--- config.mk ---
export PLATFORM = sky130hd
export DESIGN_NAME = spi_shifter_flat
export DESIGN_NICKNAME = d
export VERILOG_FILES = /design/src/rtl/spi_shifter_if.sv /design/src/rtl/spi_shifter.sv /design/src/flat_wrapper.sv
export SDC_FILE = /design/constraint.sdc
export NUM_CORES = 1
export LEC_CHECK = 0
export CAP_MARGIN = 25
export CORE_MARGIN = 2
export CORE_UTILIZATION = 50
export CTS_BUF_LIST = sky130_fd_sc_hd__clkbuf_2
export CTS_CLUSTER_SIZE = 40
export DETAILED_ROUTE_END_ITERATION = 8
export HOLD_SLACK_MARGIN = 0.1
export PLACE_DENSITY = 0.76
export SETUP_SLACK_MARGIN = 0.3
export SYNTH_ARGS = -nofsm -noshare
export SYNTH_HDL_FRONTEND = slang
export SYNTH_SLANG_ARGS = --single-unit
--- constraint.sdc ---
create_clock -name Pclk -period 1.7 [get_ports Pclk]
set_input_delay 0.34 -clock Pclk [delete_from_list [all_inputs] [get_ports Pclk]]
set_output_delay 0.34 -clock Pclk [all_outputs]
set_load 0.03 [all_outputs]
--- src/rtl/spi_shifter_if.sv ---
// SPI shifter port bundle: control, strobes, serial and RX status.
// SPI_RX_OVERRUN_EN adds rx_overrun to the bundle.
interface spi_shifter_if #(
  parameter int DATA_WIDTH = 8
);
  logic                  ss;
  logic                  cpol;
  logic                  cpha;
  logic                  lsbfe;
  logic                  send_data;
  logic [DATA_WIDTH-1:0] data_mosi;
  logic                  mosi_send_sclk;
  logic                  mosi_send_sclk0;
  logic                  miso_recieve_sclk;
  logic                  miso_recieve_sclk0;
  logic                  miso;
  logic                  rx_read;
  logic                  mosi;
  logic [DATA_WIDTH-1:0] data_miso;
  logic                  rx_valid;
  logic                  busy;
  logic                  frame_done;
`ifdef SPI_RX_OVERRUN_EN
  logic                  rx_overrun;
`endif

  modport master (
    output ss, cpol, cpha, lsbfe,
    output send_data, data_mosi,
    output mosi_send_sclk, mosi_send_sclk0,
    output miso_recieve_sclk,
    output miso_recieve_sclk0,
    output miso, rx_read,
`ifdef SPI_RX_OVERRUN_EN
    input  rx_overrun,
`endif
    input  mosi, data_miso, rx_valid,
    input  busy, frame_done
  );

  modport slave (
    input  ss, cpol, cpha, lsbfe,
    input  send_data, data_mosi,
    input  mosi_send_sclk, mosi_send_sclk0,
    input  miso_recieve_sclk,
    input  miso_recieve_sclk0,
    input  miso, rx_read,
`ifdef SPI_RX_OVERRUN_EN
    output rx_overrun,
`endif
    output mosi, data_miso, rx_valid,
    output busy, frame_done
  );
endinterface

--- src/rtl/spi_shifter.sv ---
// SPI master serial data path: TX shift-out, RX assemble, frame status.
// Optional SPI_RX_OVERRUN_EN: rx_overrun flag on unread-byte overwrite.
module spi_shifter #(
  parameter int DATA_WIDTH = 8
) (
  input logic         Pclk,
  input logic         PRESET_n,
  spi_shifter_if.slave bus
);
  localparam int DW = DATA_WIDTH;
  localparam int IW = $clog2(DW);
  localparam int CW = IW + 1;
  localparam logic [CW-1:0] DWC = CW'(DW);

  typedef enum logic [1:0] {
    IDLE,
    LOAD,
    SHIFT
  } state_t;

  state_t        state;
  logic [DW-1:0] tx_sr;
  logic [DW-1:0] rx_sr;
  logic          dir;
  logic [CW-1:0] tx_cnt;
  logic [CW-1:0] rx_cnt;
  logic          mosi;
  logic [DW-1:0] data_miso;
  logic          rx_valid;
  logic          busy;
  logic          frame_done;
`ifdef SPI_RX_OVERRUN_EN
  logic          rx_overrun;
`endif

  logic          mode03;
  logic          tx_stb;
  logic          rx_stb;
  logic [IW-1:0] nidx;
  logic          first;
  logic [DW-1:0] rx_nxt;

  assign mode03 = (bus.cpol == bus.cpha);
  assign tx_stb = mode03 ? bus.mosi_send_sclk
                         : bus.mosi_send_sclk0;
  assign rx_stb = mode03 ? bus.miso_recieve_sclk
                         : bus.miso_recieve_sclk0;

  // tx_sr stays static; the bit counter selects the bit
  assign nidx  = dir ? tx_cnt[IW-1:0]
                     : IW'(DW - 1) - tx_cnt[IW-1:0];
  assign first = dir ? tx_sr[0] : tx_sr[DW-1];
  assign rx_nxt = dir ? {bus.miso, rx_sr[DW-1:1]}
                      : {rx_sr[DW-2:0], bus.miso};

  always_ff @(posedge Pclk or negedge PRESET_n) begin
    if (!PRESET_n) begin
      state      <= IDLE;
      tx_sr      <= '0;
      rx_sr      <= '0;
      dir        <= 1'b0;
      tx_cnt     <= '0;
      rx_cnt     <= '0;
      mosi       <= 1'b0;
      data_miso  <= '0;
      rx_valid   <= 1'b0;
      busy       <= 1'b0;
      frame_done <= 1'b0;
`ifdef SPI_RX_OVERRUN_EN
      rx_overrun <= 1'b0;
`endif
    end else begin
      frame_done <= 1'b0;
      if (bus.rx_read) begin
        rx_valid <= 1'b0;
`ifdef SPI_RX_OVERRUN_EN
        rx_overrun <= 1'b0;
`endif
      end
      unique case (state)
        IDLE: begin
          mosi <= 1'b0;
          if (bus.send_data && !bus.ss) begin
            state  <= LOAD;
            tx_sr  <= bus.data_mosi;
            dir    <= bus.lsbfe;
            tx_cnt <= '0;
            rx_cnt <= '0;
            busy   <= 1'b1;
          end
        end
        LOAD: begin
          if (bus.ss) begin
            state <= IDLE;
            busy  <= 1'b0;
            mosi  <= 1'b0;
          end else begin
            mosi   <= first;
            tx_cnt <= CW'(1);
            state  <= SHIFT;
          end
        end
        SHIFT: begin
          if (bus.ss) begin
            state <= IDLE;
            busy  <= 1'b0;
            mosi  <= 1'b0;
          end else begin
            if (tx_stb && tx_cnt < DWC) begin
              mosi   <= tx_sr[nidx];
              tx_cnt <= tx_cnt + CW'(1);
            end
            if (rx_stb) begin
              rx_sr  <= rx_nxt;
              rx_cnt <= rx_cnt + CW'(1);
              if (rx_cnt == DWC - CW'(1)) begin
                data_miso  <= rx_nxt;
                rx_valid   <= 1'b1;
                frame_done <= 1'b1;
                busy       <= 1'b0;
                state      <= IDLE;
`ifdef SPI_RX_OVERRUN_EN
                if (rx_valid && !bus.rx_read)
                  rx_overrun <= 1'b1;
`endif
              end
            end
          end
        end
        default: state <= IDLE;
      endcase
    end
  end

  assign bus.mosi       = mosi;
  assign bus.data_miso  = data_miso;
  assign bus.rx_valid   = rx_valid;
  assign bus.busy       = busy;
  assign bus.frame_done = frame_done;
`ifdef SPI_RX_OVERRUN_EN
  assign bus.rx_overrun = rx_overrun;
`endif
endmodule

--- src/flat_wrapper.sv ---
// flat-port wrapper written by rule: the top's interface ports become plain ports
module spi_shifter_flat 
#(
  parameter int DATA_WIDTH = 8
)
  (Pclk, PRESET_n, bus_ss, bus_cpol, bus_cpha, bus_lsbfe, bus_send_data, bus_data_mosi, bus_mosi_send_sclk, bus_mosi_send_sclk0, bus_miso_recieve_sclk, bus_miso_recieve_sclk0, bus_miso, bus_rx_read, bus_mosi, bus_data_miso, bus_rx_valid, bus_busy, bus_frame_done);
  spi_shifter_if #(.DATA_WIDTH(DATA_WIDTH)) bus_i ();
  input logic Pclk;
  input logic PRESET_n;
  input wire logic [$bits(bus_i.ss)-1:0] bus_ss;
  input wire logic [$bits(bus_i.cpol)-1:0] bus_cpol;
  input wire logic [$bits(bus_i.cpha)-1:0] bus_cpha;
  input wire logic [$bits(bus_i.lsbfe)-1:0] bus_lsbfe;
  input wire logic [$bits(bus_i.send_data)-1:0] bus_send_data;
  input wire logic [$bits(bus_i.data_mosi)-1:0] bus_data_mosi;
  input wire logic [$bits(bus_i.mosi_send_sclk)-1:0] bus_mosi_send_sclk;
  input wire logic [$bits(bus_i.mosi_send_sclk0)-1:0] bus_mosi_send_sclk0;
  input wire logic [$bits(bus_i.miso_recieve_sclk)-1:0] bus_miso_recieve_sclk;
  input wire logic [$bits(bus_i.miso_recieve_sclk0)-1:0] bus_miso_recieve_sclk0;
  input wire logic [$bits(bus_i.miso)-1:0] bus_miso;
  input wire logic [$bits(bus_i.rx_read)-1:0] bus_rx_read;
  output wire logic [$bits(bus_i.mosi)-1:0] bus_mosi;
  output wire logic [$bits(bus_i.data_miso)-1:0] bus_data_miso;
  output wire logic [$bits(bus_i.rx_valid)-1:0] bus_rx_valid;
  output wire logic [$bits(bus_i.busy)-1:0] bus_busy;
  output wire logic [$bits(bus_i.frame_done)-1:0] bus_frame_done;
  assign bus_i.ss = bus_ss;
  assign bus_i.cpol = bus_cpol;
  assign bus_i.cpha = bus_cpha;
  assign bus_i.lsbfe = bus_lsbfe;
  assign bus_i.send_data = bus_send_data;
  assign bus_i.data_mosi = bus_data_mosi;
  assign bus_i.mosi_send_sclk = bus_mosi_send_sclk;
  assign bus_i.mosi_send_sclk0 = bus_mosi_send_sclk0;
  assign bus_i.miso_recieve_sclk = bus_miso_recieve_sclk;
  assign bus_i.miso_recieve_sclk0 = bus_miso_recieve_sclk0;
  assign bus_i.miso = bus_miso;
  assign bus_i.rx_read = bus_rx_read;
  assign bus_mosi = bus_i.mosi;
  assign bus_data_miso = bus_i.data_miso;
  assign bus_rx_valid = bus_i.rx_valid;
  assign bus_busy = bus_i.busy;
  assign bus_frame_done = bus_i.frame_done;
  spi_shifter #(.DATA_WIDTH(DATA_WIDTH)) u_core (.Pclk(Pclk), .PRESET_n(PRESET_n), .bus(bus_i));
endmodule
==> run metrics <==
net count of the mapped netlist=195; mean area per synthesized cell=roughly 12 µm²; total inserted antenna cells=0; critical path start-end classification=flop to flop; cts bufs inserted=5; reg2reg start=u_core.state[0]; leakage power summed over all cells=1.498 nW; failing checks=setup timing; Peak supply drop=~1.1 mV; warnings from Yosys=0; flip-flop and latch count after synthesis=39; vias after detailed routing=around 1.6k; Die Ht=slightly below 70 µm; met2 wire length=roughly 3000 µm; Final Max Tran Viols=0; number of buffers on the longest clock path=2; commonest cells after routing, fill and taps aside=38 x sky130_fd_sc_hd__dfrtp_1, 31 x sky130_fd_sc_hd__buf_4, 26 x sky130_fd_sc_hd__mux2_4, 17 x sky130_fd_sc_hd__clkdlybuf4s50_1, 16 x sky130_fd_sc_hd__buf_6; count of buffers from port buffering=32; cell area after layout=3164 µm²; post-detailed-routing wire length=5615 µm; clock transition at the registers of the reported paths=~240 ps; first-pass GRT wire length=8473 µm; Slew @ Worst Pin=roughly 500 ps; vias per cell=approximately 5.6; total core area=~4000 µm²; final core utilization=0.7968; number of global-route vias before repair=between 1.5k and 2k; maximum number of pins on one net before global-route repair=40; Slew Limit Headroom=0.6659; Root Buffer Master=sky130_fd_sc_hd__clkbuf_2; final hold violation count=0; Num Clock Sinks=39; run status=finished, violations left; final setup vio count=1; critical path endpoint category=flop; CP max FO=4; path category of the worst min-delay check=input port to asynchronous set/reset pin; number of cells on the worst reg-to-reg path=7; reg-to-reg setup timing slack=-20 ps; die boundary width=68.14 µm; maximum capacitance violations=0; clock skew after layout=36.53 ps; Period minus WS final=roughly 1700 ps; unique cell type count in the Yosys netlist=34; latest clock arrival within the worst-skew pair=between 400 and 500 ps; layout overhead on the synthesized area=53.83%; HPWL reported at the end of detailed placement=roughly 3200 µm; CTS tree=yes; reg-to-reg endpoint=u_core.rx_cnt[0]; floorplan die area=about 4600 µm²; number of flops mapped to enable cells by yosys=0; Net count, final=approximately 270; fin worst setup slack=-22.78 ps; Max H-tree Level=2; netlist area before placement=between 2000 and 2500 µm²; overall track demand over capacity in global routing=0.2518; most common cell after layout, fill and taps aside=sky130_fd_sc_hd__dfrtp_1; prevailing post-synth register cell=sky130_fd_sc_hd__dfrtp_1; gpl congestion=about 0.80; final routed wire length divided by cell count=18.97 µm; count of antenna-violating nets left after detailed routing=0; number of antenna violations at the first check in global routing=0; unrepaired setup endpoints after global routing=yes; Remaining DRCs=0; signal arrival time at the worst endpoint=2010 ps; fraction of the cycle the final worst path needs=1.013; number of placed cells counting well taps=around 270; drt first-iter violations=just over 90; critical path required time=about 2000 ps; Placed Area=2611 µm²; Cell Rows=23; uppermost layer routed=met4; I/O Pins=33; final instance count without filler cells=296; proportion of register bits with asynchronous set or reset after synthesis=1.000; Overflow after GRT=0; Gate Count Post-Synth=168; share of cells above drive strength 1=0.5569; number of search-and-repair iterations in the first detailed-routing pass=4; achievable frequency=just under 600 MHz; total length of routed met3 wires=approximately 160 µm; crit start category=flop; Met1 Routed Length=approximately 2300 µm; Initial Util=0.5180; share of synthesized area occupied by flip-flops and latches=0.4745; power density normalized to cell area=~1200 nW/µm²
## report_power, final
part | total, mW | internal (mW) | switching, mW | leakage (nW)
Sequential | 1.31 | 1.13 | 0.184 | 0.516
Combinational | 1.80 | 1.04 | 0.765 | 0.939
Clock | 0.594 | 0.250 | 0.344 | 0.0429
Total | 3.71 | 2.41 | 1.29 | 1.50
## cells by family (layout without fill, tap and decap cells)
| family | count (synthesis) | after routing | share of synthesized area |
|---|---|---|---|
| fa+ha+maj | 6 | 6 | 0.03650 |
| compound gates | 21 | 21 | 0.07056 |
| simple gates | 37 | 37 | 0.1034 |
| buf+inv | 13 | 91 | 0.02372 |
| mux | 49 | 49 | 0.2749 |
| xor+xnor | 3 | 3 | 0.01643 |
| flops | 39 | 39 | 0.4745 |
## layout make-up
class	instances	area, µm²
Fill cell	219	807.0
Tap cell	50	62.56
Multi-Input combinational cell	116	1321
Timing Repair Buffer	75	704.4
Clock buffer	5	25.02
Sequential cell	39	977.2
Clock inverter	3	43.79
Inverter	8	30.03
## state kept, by name, summed over array words and instances (netlist names)
| signal | cells |
|---|---|
| u_core.rx_cnt | 4 |
| u_core.bus.mosi | 1 |
| u_core.tx_sr | 8 |
| u_core.state | 2 |
| u_core.bus.frame_done | 1 |
| u_core.bus.rx_valid | 1 |
| u_core.bus.data_miso | 8 |
| u_core.rx_sr | 8 |
| u_core.tx_cnt | 4 |
| u_core.bus.busy | 1 |
| u_core.dir | 1 |
## metrics by stage
stage	setup TNS [ps]	hold slack (ps)	total power [mW]	worst slack, ps
2_1_floorplan	0	44.41	2.089	26.87
3_3_place_gp	-11370	410.7	2.450	-439.1
3_5_place_dp	-12470	425.8	2.518	-473.0
4_1_cts	0	479.8	3.449	60.00
5_1_grt	-232.7	493.5	3.881	-105.1
6_report	-22.78	460.8	3.706	-22.78
## repair_timing
item / 4_1_cts / 5_1_grt
pin swaps: 18 / 8
buffers inserted: 16 / 4
gates cloned: 2 / 0
hold buffers: 1 / 0
setup endpoints to repair: 50 / 47
endpoints found under the hold margin: 39 / 0
resized for setup: 117 / 42
## worst max path at each step
stage                               start                       to  depth (start not counted)
final                     u_core.state[0]         u_core.rx_cnt[0]                          7
after detailed placement         bus_cpha  u_core.bus.data_miso[0]                          6
after floorplan           u_core.state[0]  u_core.bus.data_miso[0]                          5
after global routing      u_core.state[1]         u_core.rx_cnt[0]                          7
after CTS                 u_core.state[0]  u_core.bus.data_miso[0]                          6
after global placement           bus_cpha  u_core.bus.data_miso[2]                          6
## per-layer routing
metal,vias to the layer above,track usage
li1,761,-
met1,814,0.2895
met2,55,0.4551
met3,14,0.05757
met4,0,0.09000
met5,-,0
## cells in the mapped netlist (3+ instances only)
cell type | number | area, µm²
sky130_fd_sc_hd__a21oi_1 | 3 | 15.01
sky130_fd_sc_hd__a22o_1 | 3 | 26.28
sky130_fd_sc_hd__clkbuf_1 | 5 | 18.77
sky130_fd_sc_hd__dfrtp_1 | 39 | 975.9
sky130_fd_sc_hd__ha_1 | 6 | 75.07
sky130_fd_sc_hd__inv_1 | 8 | 30.03
sky130_fd_sc_hd__mux2_2 | 37 | 416.7
sky130_fd_sc_hd__mux2i_1 | 9 | 90.09
sky130_fd_sc_hd__nand2_1 | 8 | 30.03
sky130_fd_sc_hd__nand2b_1 | 3 | 18.77
sky130_fd_sc_hd__nor2_1 | 7 | 26.28
sky130_fd_sc_hd__nor2b_1 | 5 | 31.28
sky130_fd_sc_hd__o21ai_0 | 5 | 25.02
## critical path: stages (launching register included)
cell                      delay, ps
sky130_fd_sc_hd__dfrtp_1        450
sky130_fd_sc_hd__inv_2          110
sky130_fd_sc_hd__ha_4           180
sky130_fd_sc_hd__mux2i_2        200
sky130_fd_sc_hd__or2_4          180
sky130_fd_sc_hd__nor2_4          40
sky130_fd_sc_hd__mux2_2         270
sky130_fd_sc_hd__a22o_1         180
No activity file was read; power rests on OpenSTA's default activity.
